<file path="config.mk">
export PLATFORM = sky130hd
export DESIGN_NAME = skeleton_pass_sequencer_flat
export DESIGN_NICKNAME = d
export VERILOG_FILES = /design/src/rtl/skeleton_pass_sequencer_pkg.sv /design/src/rtl/skeleton_pass_sequencer_if.sv /design/src/rtl/skeleton_pass_sequencer_slot_timer.sv /design/src/rtl/skeleton_pass_sequencer.sv /design/src/flat_wrapper.sv
export SDC_FILE = /design/constraint.sdc
export NUM_CORES = 1
export LEC_CHECK = 0
export CAP_MARGIN = 20
export CORE_AREA = 2 2 73 68
export DETAILED_ROUTE_END_ITERATION = 12
export DIE_AREA = 0 0 75 70
export PLACE_DENSITY = 0.93
export SLEW_MARGIN = 20
export SYNTH_ARGS = -nofsm -noshare
export SYNTH_HDL_FRONTEND = slang
export SYNTH_SLANG_ARGS = --single-unit
</file>
<file path="constraint.sdc">
create_clock -name clk -period 2.8 [get_ports clk]
set_input_delay 0.42 -clock clk [delete_from_list [all_inputs] [get_ports clk]]
set_output_delay 0.42 -clock clk [all_outputs]
set_load 0.1 [all_outputs]
</file>
<file path="src/rtl/skeleton_pass_sequencer_pkg.sv">
// Shared types and sizes for the skeleton pass sequencer slice.
package skel_pkg;
  localparam int N           = 8;
  localparam int BIT_SIZE    = 6;
  localparam int PIXEL_WIDTH = 8;
  localparam int PASS_W      = 4;
  localparam int NPIX        = N * N;
  localparam int SLOT_CYCLES = 2;
  localparam int ADDR_W      = BIT_SIZE + 1;

  typedef logic [ADDR_W-1:0]      addr_t;
  typedef logic [PIXEL_WIDTH-1:0] pix_t;
  typedef logic [PASS_W-1:0]      pass_t;

  typedef enum logic [2:0] {
    S_IDLE,
    S_LOAD,
    S_LOAD_FLUSH,
    S_DRAIN,
    S_CHECK,
    S_DONE
  } seq_state_t;

  localparam addr_t LAST_ADDR = addr_t'(NPIX - 1);
endpackage

</file>
<file path="src/rtl/skeleton_pass_sequencer_if.sv">
// Image RAM port and kernel-unit bus seen by the pass sequencer.
interface skeleton_pass_sequencer_if;
  import skel_pkg::*;

  addr_t mem_addr;
  logic  mem_rd_en;
  pix_t  mem_rd_data;
  logic  mem_wr_en;
  pix_t  mem_wr_data;
  logic  k_we;
  addr_t k_addr;
  pix_t  k_data;
  pix_t  k_result;

  modport master (
    output mem_addr, mem_rd_en, mem_wr_en, mem_wr_data, k_we, k_addr, k_data,
    input  mem_rd_data, k_result
  );

  modport slave (
    input  mem_addr, mem_rd_en, mem_wr_en, mem_wr_data, k_we, k_addr, k_data,
    output mem_rd_data, k_result
  );
endinterface

</file>
<file path="src/rtl/skeleton_pass_sequencer_slot_timer.sv">
// Two-cycle slot toggle plus saturating pixel address counter.
module skel_slot_timer
  import skel_pkg::*;
(
  input  logic  clk,
  input  logic  rst_n,
  input  logic  clear,
  input  logic  advance,
  output logic  slot_phase,
  output addr_t addr,
  output logic  last_addr
);
  logic  phase_q, phase_d;
  addr_t addr_q, addr_d;

  always_comb begin
    phase_d = phase_q;
    addr_d  = addr_q;
    if (clear) begin
      phase_d = 1'b0;
      addr_d  = '0;
    end else if (advance) begin
      phase_d = ~phase_q;
      // address steps at the end of a slot and parks on the last pixel
      if (phase_q == 1'(SLOT_CYCLES - 1) && addr_q != LAST_ADDR)
        addr_d = addr_q + 1'b1;
    end
  end

  always_ff @(posedge clk or negedge rst_n) begin
    if (!rst_n) begin
      phase_q <= 1'b0;
      addr_q  <= '0;
    end else begin
      phase_q <= phase_d;
      addr_q  <= addr_d;
    end
  end

  assign slot_phase = phase_q;
  assign addr       = addr_q;
  assign last_addr  = (addr_q == LAST_ADDR);
endmodule

</file>
<file path="src/rtl/skeleton_pass_sequencer.sv">
// Runs LOAD/DRAIN thinning passes over the image RAM until a pass changes
// nothing or the pass limit is reached.
module skeleton_pass_sequencer
  import skel_pkg::*;
(
  input  logic  clk,
  input  logic  rst_n,
  input  logic  start,
  input  pass_t max_passes,
  output logic  busy,
  output logic  done,
  output logic  converged,
  output pass_t pass_count,
  skeleton_pass_sequencer_if.master bus
);
  seq_state_t state_q, state_d;
  pass_t      max_q, max_d;
  pass_t      pass_q, pass_d;
  logic       chg_q, chg_d;
  logic       conv_q, conv_d;
  logic       k_we_q, k_we_d;
  addr_t      k_addr_q, k_addr_d;
  pix_t       k_data_q, k_data_d;

  logic  tmr_clear, tmr_adv, slot_phase, last_addr;
  addr_t cur_addr;
  addr_t mem_addr;
  logic  rd_en, wr_en;
  pix_t  wr_data;
  pass_t lim;
  logic [PASS_W:0] next_pc;

  skel_slot_timer u_timer (
    .clk(clk), .rst_n(rst_n), .clear(tmr_clear), .advance(tmr_adv),
    .slot_phase(slot_phase), .addr(cur_addr), .last_addr(last_addr)
  );

  assign lim     = (max_q == '0) ? pass_t'(1) : max_q;
  assign next_pc = {1'b0, pass_q} + 1'b1;

  always_comb begin
    state_d   = state_q;
    max_d     = max_q;
    pass_d    = pass_q;
    chg_d     = chg_q;
    conv_d    = conv_q;
    k_we_d    = k_we_q;
    k_addr_d  = k_addr_q;
    k_data_d  = k_data_q;
    tmr_clear = 1'b0;
    tmr_adv   = 1'b0;
    mem_addr  = '0;
    rd_en     = 1'b0;
    wr_en     = 1'b0;
    wr_data   = '0;
    case (state_q)
      S_IDLE: begin
        if (start) begin
          state_d   = S_LOAD;
          pass_d    = '0;
          max_d     = max_passes;
          chg_d     = 1'b0;
          conv_d    = 1'b0;
          tmr_clear = 1'b1;
        end
      end
      S_LOAD: begin
        tmr_adv = 1'b1;
        if (!slot_phase) begin
          rd_en    = 1'b1;
          mem_addr = cur_addr;
        end else begin
          // read data from cycle 0 is captured onto the bus for the next slot
          k_we_d   = 1'b1;
          k_addr_d = cur_addr;
          k_data_d = bus.mem_rd_data;
          if (last_addr) begin
            state_d   = S_LOAD_FLUSH;
            tmr_clear = 1'b1;
          end
        end
      end
      S_LOAD_FLUSH: begin
        tmr_adv = 1'b1;
        if (slot_phase) begin
          k_we_d    = 1'b0;
          k_addr_d  = '0;
          k_data_d  = '0;
          state_d   = S_DRAIN;
          tmr_clear = 1'b1;
        end
      end
      S_DRAIN: begin
        tmr_adv  = 1'b1;
        mem_addr = cur_addr;
        if (!slot_phase) begin
          rd_en = 1'b1;
        end else begin
          if (bus.k_result != bus.mem_rd_data) begin
            wr_en   = 1'b1;
            wr_data = bus.k_result;
            chg_d   = 1'b1;
          end
          if (last_addr) begin
            state_d   = S_CHECK;
            k_addr_d  = '0;
            tmr_clear = 1'b1;
          end else begin
            k_addr_d = cur_addr + 1'b1;
          end
        end
      end
      S_CHECK: begin
        pass_d = next_pc[PASS_W-1:0];
        if (!chg_q) begin
          conv_d  = 1'b1;
          state_d = S_DONE;
        end else if (next_pc >= {1'b0, lim}) begin
          conv_d  = 1'b0;
          state_d = S_DONE;
        end else begin
          chg_d     = 1'b0;
          state_d   = S_LOAD;
          tmr_clear = 1'b1;
        end
      end
      S_DONE:  state_d = S_IDLE;
      default: state_d = S_IDLE;
    endcase
  end

  always_ff @(posedge clk or negedge rst_n) begin
    if (!rst_n) begin
      state_q  <= S_IDLE;
      max_q    <= '0;
      pass_q   <= '0;
      chg_q    <= 1'b0;
      conv_q   <= 1'b0;
      k_we_q   <= 1'b0;
      k_addr_q <= '0;
      k_data_q <= '0;
    end else begin
      state_q  <= state_d;
      max_q    <= max_d;
      pass_q   <= pass_d;
      chg_q    <= chg_d;
      conv_q   <= conv_d;
      k_we_q   <= k_we_d;
      k_addr_q <= k_addr_d;
      k_data_q <= k_data_d;
    end
  end

  assign busy            = (state_q != S_IDLE);
  assign done            = (state_q == S_DONE);
  assign converged       = conv_q;
  assign pass_count      = pass_q;
  assign bus.mem_addr    = mem_addr;
  assign bus.mem_rd_en   = rd_en;
  assign bus.mem_wr_en   = wr_en;
  assign bus.mem_wr_data = wr_data;
  assign bus.k_we        = k_we_q;
  assign bus.k_addr      = k_addr_q;
  assign bus.k_data      = k_data_q;
endmodule

</file>
<file path="src/flat_wrapper.sv">
// flat-port wrapper written by rule: the top's interface ports become plain ports
module skeleton_pass_sequencer_flat import skel_pkg::*;
  (clk, rst_n, start, max_passes, busy, done, converged, pass_count, bus_mem_addr, bus_mem_rd_en, bus_mem_wr_en, bus_mem_wr_data, bus_k_we, bus_k_addr, bus_k_data, bus_mem_rd_data, bus_k_result);
  skeleton_pass_sequencer_if bus_i ();
  input  logic clk;
  input  logic rst_n;
  input  logic start;
  input  pass_t max_passes;
  output logic busy;
  output logic done;
  output logic converged;
  output pass_t pass_count;
  output wire logic [$bits(bus_i.mem_addr)-1:0] bus_mem_addr;
  output wire logic [$bits(bus_i.mem_rd_en)-1:0] bus_mem_rd_en;
  output wire logic [$bits(bus_i.mem_wr_en)-1:0] bus_mem_wr_en;
  output wire logic [$bits(bus_i.mem_wr_data)-1:0] bus_mem_wr_data;
  output wire logic [$bits(bus_i.k_we)-1:0] bus_k_we;
  output wire logic [$bits(bus_i.k_addr)-1:0] bus_k_addr;
  output wire logic [$bits(bus_i.k_data)-1:0] bus_k_data;
  input wire logic [$bits(bus_i.mem_rd_data)-1:0] bus_mem_rd_data;
  input wire logic [$bits(bus_i.k_result)-1:0] bus_k_result;
  assign bus_mem_addr = bus_i.mem_addr;
  assign bus_mem_rd_en = bus_i.mem_rd_en;
  assign bus_mem_wr_en = bus_i.mem_wr_en;
  assign bus_mem_wr_data = bus_i.mem_wr_data;
  assign bus_k_we = bus_i.k_we;
  assign bus_k_addr = bus_i.k_addr;
  assign bus_k_data = bus_i.k_data;
  assign bus_i.mem_rd_data = bus_mem_rd_data;
  assign bus_i.k_result = bus_k_result;
  skeleton_pass_sequencer u_core (.clk(clk), .rst_n(rst_n), .start(start), .max_passes(max_passes), .busy(busy), .done(done), .converged(converged), .pass_count(pass_count), .bus(bus_i));
endmodule
</file>
Word-level counts from Yosys, hierarchy flattened
Index checks and enable logic that the tools add are counted.
W data, S select, Z words.
- bitwise logic cells: 1
- eq/ne operators: 16
- $add $sub $neg: 2
- reductions and logical operators: 20
- multiply operators: 0
- mux-type cells: 55
- magnitude comparators: 1
- divide/modulo/power cells: 0
- shifts and indexed selects: 0
- operators with widths (kind ; count):
    $mux W7 ; 8
    $mux W8 ; 5
    $mux W3 ; 8
    $mux W1 ; 23
    $pmux W7 S3 ; 1
    $pmux W8 S2 ; 1
    $pmux W3 S5 ; 1
    $pmux W7 S2 ; 1
    $reduce_bool A3 Y1 ; 3
    $mux W4 ; 2
    $ne A2 B2 Y1 const B ; 4
    $ne A8 B8 Y1 ; 1
    $pmux W4 S2 ; 1
    $reduce_and A4 Y1 ; 2
    $reduce_bool A2 Y1 ; 4
    $add A7 B1 Y7 const B ; 1
    $eq A7 B6 Y1 const B ; 1
    $ne A7 B6 Y1 const B ; 1
    $eq A3 B2 Y1 const B ; 2
    $eq A3 B3 Y1 const B ; 2
    $ne A2 B1 Y1 const B ; 3
    $reduce_and A2 Y1 ; 3
    $reduce_and A3 Y1 ; 2
    $reduce_and A6 Y1 ; 1
    13 further kinds ; 14
- input bits: 23
- memories kept: 0
- word-level logic and storage cells: 105
- flip-flop bits (word level): 37
- memory bits (read-only): 0
- latch bits: 0
- memory bits (writable): 0

Depth between registers and ports, before layout
- depth after elaboration: 8
- depth in mapped cells: 8
- mapped depth without buffers: 8

Modules after synthesis
Synthesis repeated with hierarchy kept, for this count alone.
- cells, all modules: 251
- area, all modules: 2244.7 µm²
- modules (own cells, without submodules) (module ; instances ; area each (µm²) ; seq. area each (µm²) ; cells each):
    skeleton_pass_sequencer ; 1 ; 1825.5 ; 725.7 ; 210
    skel_slot_timer ; 1 ; 419.2 ; 200.2 ; 41

Worst setup path before layout
No wires, ideal clock.
- path type: register to output
- from: register u_core.state_q[2]
- to: output port bus_mem_wr_data[0]
- path buffers: 1
- arrival: 2329 ps
- setup slack: 51 ps
- stages on the path, launching flop included: 6
- data required time: 2380 ps
- cells stage by stage: dfrtp_1 > buf_2 > and3b_1 > nand2_2 > a21oi_4 > and2_1
- longest elaborated chain between the ends: 2
- RTL lines (what ; line ; source):
    start: declaration ; skeleton_pass_sequencer.sv:16 ; seq_state_t state_q, state_d;
    start signal: assignment ; skeleton_pass_sequencer.sv:143 ; state_q <= state_d;
    $eq A3 B2 Y1 ; skeleton_pass_sequencer.sv:56 ; case (state_q)
    $mux W8 ; skeleton_pass_sequencer.sv:56 ;
    end: declaration ; flat_wrapper.sv:16 ; output wire logic [$bits(bus_i.mem_wr_data)-1:0] bus_mem_wr_data;
No other way between the ends.

Worst setup path in the final report
- from: register u_core.state_q[0]
- to: output port bus_mem_wr_data[4]
Same word-level chain as after synthesis.

==> impl_metrics.tcl <==
set metrics [dict create \
    startpoint_type "flop" \
    status "complete, no violations" \
    ys_seq_area_share_pct 42.0 \
    syn-num-nets 259 \
    grt_setup_unrepaired "no" \
    drc 0 \
    netlist_area_um2 2210 \
    die-area_um2 5250 \
    slew_violations 0 \
    setup_viol 0 \
    ios 63 \
    synth_area_leaders "dfrtp_1, a22o_1, and2_1, o21ai_1, xor2_1" \
    setup_tns_ns 0 \
    final_layout_size_suffix_gt1_share_pct 23.1 \
    core_region_area_um2 4590 \
    hold_viol_final 0 \
    postCtsSetupBuffers 0 \
    die_w_um 75 \
    postSynthAreaPerCell_um2 9.60 \
    wl_per_cell_um 14.8 \
    clock_skew_ns 0.00661 \
    gp_congestion 0.870 \
    insertedDiodeCount 0 \
    antenna_found_initial 0 \
    slew_headroom_pct 39.6 \
    drt-total-wl_um 5260 \
    postSynthCellCount 230 \
    clock_latency_ns 0.29 \
    numClockSinks 37 \
    hold_path.class "in2async" \
    yosysUniqueCellTypes 47 \
    grt_pass1_wl_um 8970 \
    yosysWarningCount 0 \
    drt_first_pass_iters 4 \
    dpl.hpwl_um 3840 \
    fmax_ghz 0.399 \
    synth-edff-count 0 \
    grt_overflow 0 \
    cts_buffers 5 \
    viasPerCell 5.51 \
    drtIter0Drc 177 \
    final_cell_mix "dfrtp_1, buf_4, clkdlybuf4s50_1" \
    die_y_um 70 \
    synthFlopType "dfrtp_1" \
    final_nets 319 \
    path_class "reg2out" \
    clk_pin_slew_ns 0.07 \
    portBuffers 62 \
    period_share_pct 89.6 \
    synth_top_area_share_pct 42.0 \
    cts_tree "built" \
    area_growth_pct 37.5 \
    root_buffer "clkbuf_8" \
    reg2reg_from "u_core.state_q[1]$_DFFE_PN0P_" \
    critPathMaxFanout 17 \
    ys_ff_latch 37 \
    num_vias 1955 \
    final_common_cell "dfrtp_1" \
    cts.path.max_buffers 2 \
    placementRows 24 \
    cp-end-kind "output port" \
    synth_top_cell_by_area "dfrtp_1" \
    drv_cap 0 \
    finalWorstPathRequiredPeriod_ns 2.51 \
    async_reset_ff_share_pct 100 \
    fill_cells 361 \
    critPathArrivalTime_ns 2.09 \
    crit_start "u_core.state_q[0]$_DFFE_PN0P_" \
    antenna_left 0 \
    grt_max_degree 38 \
    cts_htree_levels 2 \
    cts_hold_buf 0 \
    worstMarginPinSlew_ns 0.906 \
    initial_core_util_pct 48.0 \
    cts-resized-gates 0 \
    grt_pass1_vias 1892 \
    critPathRequiredTime_ns 2.38 \
    grtUsageTotal_pct 22.7 \
]
[per-stage QoR]
step	worst slack [ns]	hold WS [ns]	util, %	instances	cell area, µm²
after CTS	0.288	0.246	66.0	355	3030
final	0.292	0.211	66.0	355	3030
after global placement	0.375	0.475	64.2	348	2950
after global routing	0.121	0.289	66.0	355	3030
after floorplan	0.0506	0.124	-	230	2210
after detailed placement	0.342	0.481	64.2	348	2950
[cell usage after synthesis, types with 2 or more instances]
cell type	count
and3_1	4
nand2_1	15
nand3_1	4
nor2_2	5
buf_2	3
and2_1	17
o21ai_0	9
buf_4	3
nor4_2	2
or2_1	2
o21ai_1	18
nor2_1	20
xor2_1	9
a22o_1	18
ha_1	6
nand2b_1	6
inv_1	4
buf_6	2
a21oi_1	10
nor2b_1	2
dfrtp_1	37
xnor2_1	3
clkbuf_1	3
a22oi_1	5
[logic make-up after synthesis]
kind of cell | Yosys count | share of synthesized area (%)
AND/OR/NAND/NOR | 86 | 22.3
AO/OA/AOI/OAI | 71 | 22.6
adder cells (fa/ha/maj) | 6 | 3.40
XOR/XNOR | 12 | 4.76
flip-flops | 37 | 42.0
buffers and inverters | 16 | 4.08
multiplexers | 2 | 0.964
[layer usage]
metal  global-route usage, %  vias up  wire length [µm]
li1                        -      940                 -
met1                    29.6      938              2230
met2                    34.9       66              2600
met3                    6.20       11               318
met4                    10.1        0               113
met5                       0        -                 0
[registers in the layout (all words and copies together) (netlist names)]
name / cells
u_core.u_timer.addr: 7
u_core.converged: 1
u_core.max_q: 4
u_core.state_q: 3
u_core.pass_count: 4
u_core.chg_q: 1
u_core.bus.k_data: 8
u_core.bus.k_we: 1
u_core.bus.k_addr: 7
u_core.u_timer.slot_phase: 1
[critical path, stage by stage (launching register included)]
cell and delay, ns:
dfrtp_1 0.67, and3b_1 0.31, nand2_2 0.10, a21oi_4 0.29, and2_1 0.24, buf_12 0.19
[path summary, 6_finish.rpt]
| path | endpoint | slack [ns] | cells past startpoint |
|---|---|---|---|
| max | bus_mem_wr_data[4] | 0.29 | 5 |
| min | u_core.max_q[1]$_DFFE_PN0P_ | 0.21 | 1 |
| max reg2reg | u_core.u_timer.addr[5]$_DFFE_PN0P_ | 0.63 | 6 |
| min reg2reg | u_core.bus.k_addr[2]$_DFFE_PN0P_ | 0.49 | 2 |
| max in group asynchronous | u_core.pass_count[1]$_DFFE_PN0P_ | 2.07 | 1 |
| min in group clk | u_core.bus.k_addr[2]$_DFFE_PN0P_ | 0.49 | 2 |
[cell type report]
type                       count  area [µm²]  share of cell area (%)
sequential                    37         926                    30.5
timing repair buffer          64         731                    24.1
inverter                       5        18.8                   0.619
multi-input combinational    177        1190                    39.3
tap                           65        81.3                    2.68
clock buffer                   7        86.3                    2.85
Power is not shown: default switching activity piles up to over one toggle a cycle in this logic, so the estimate is an artifact.
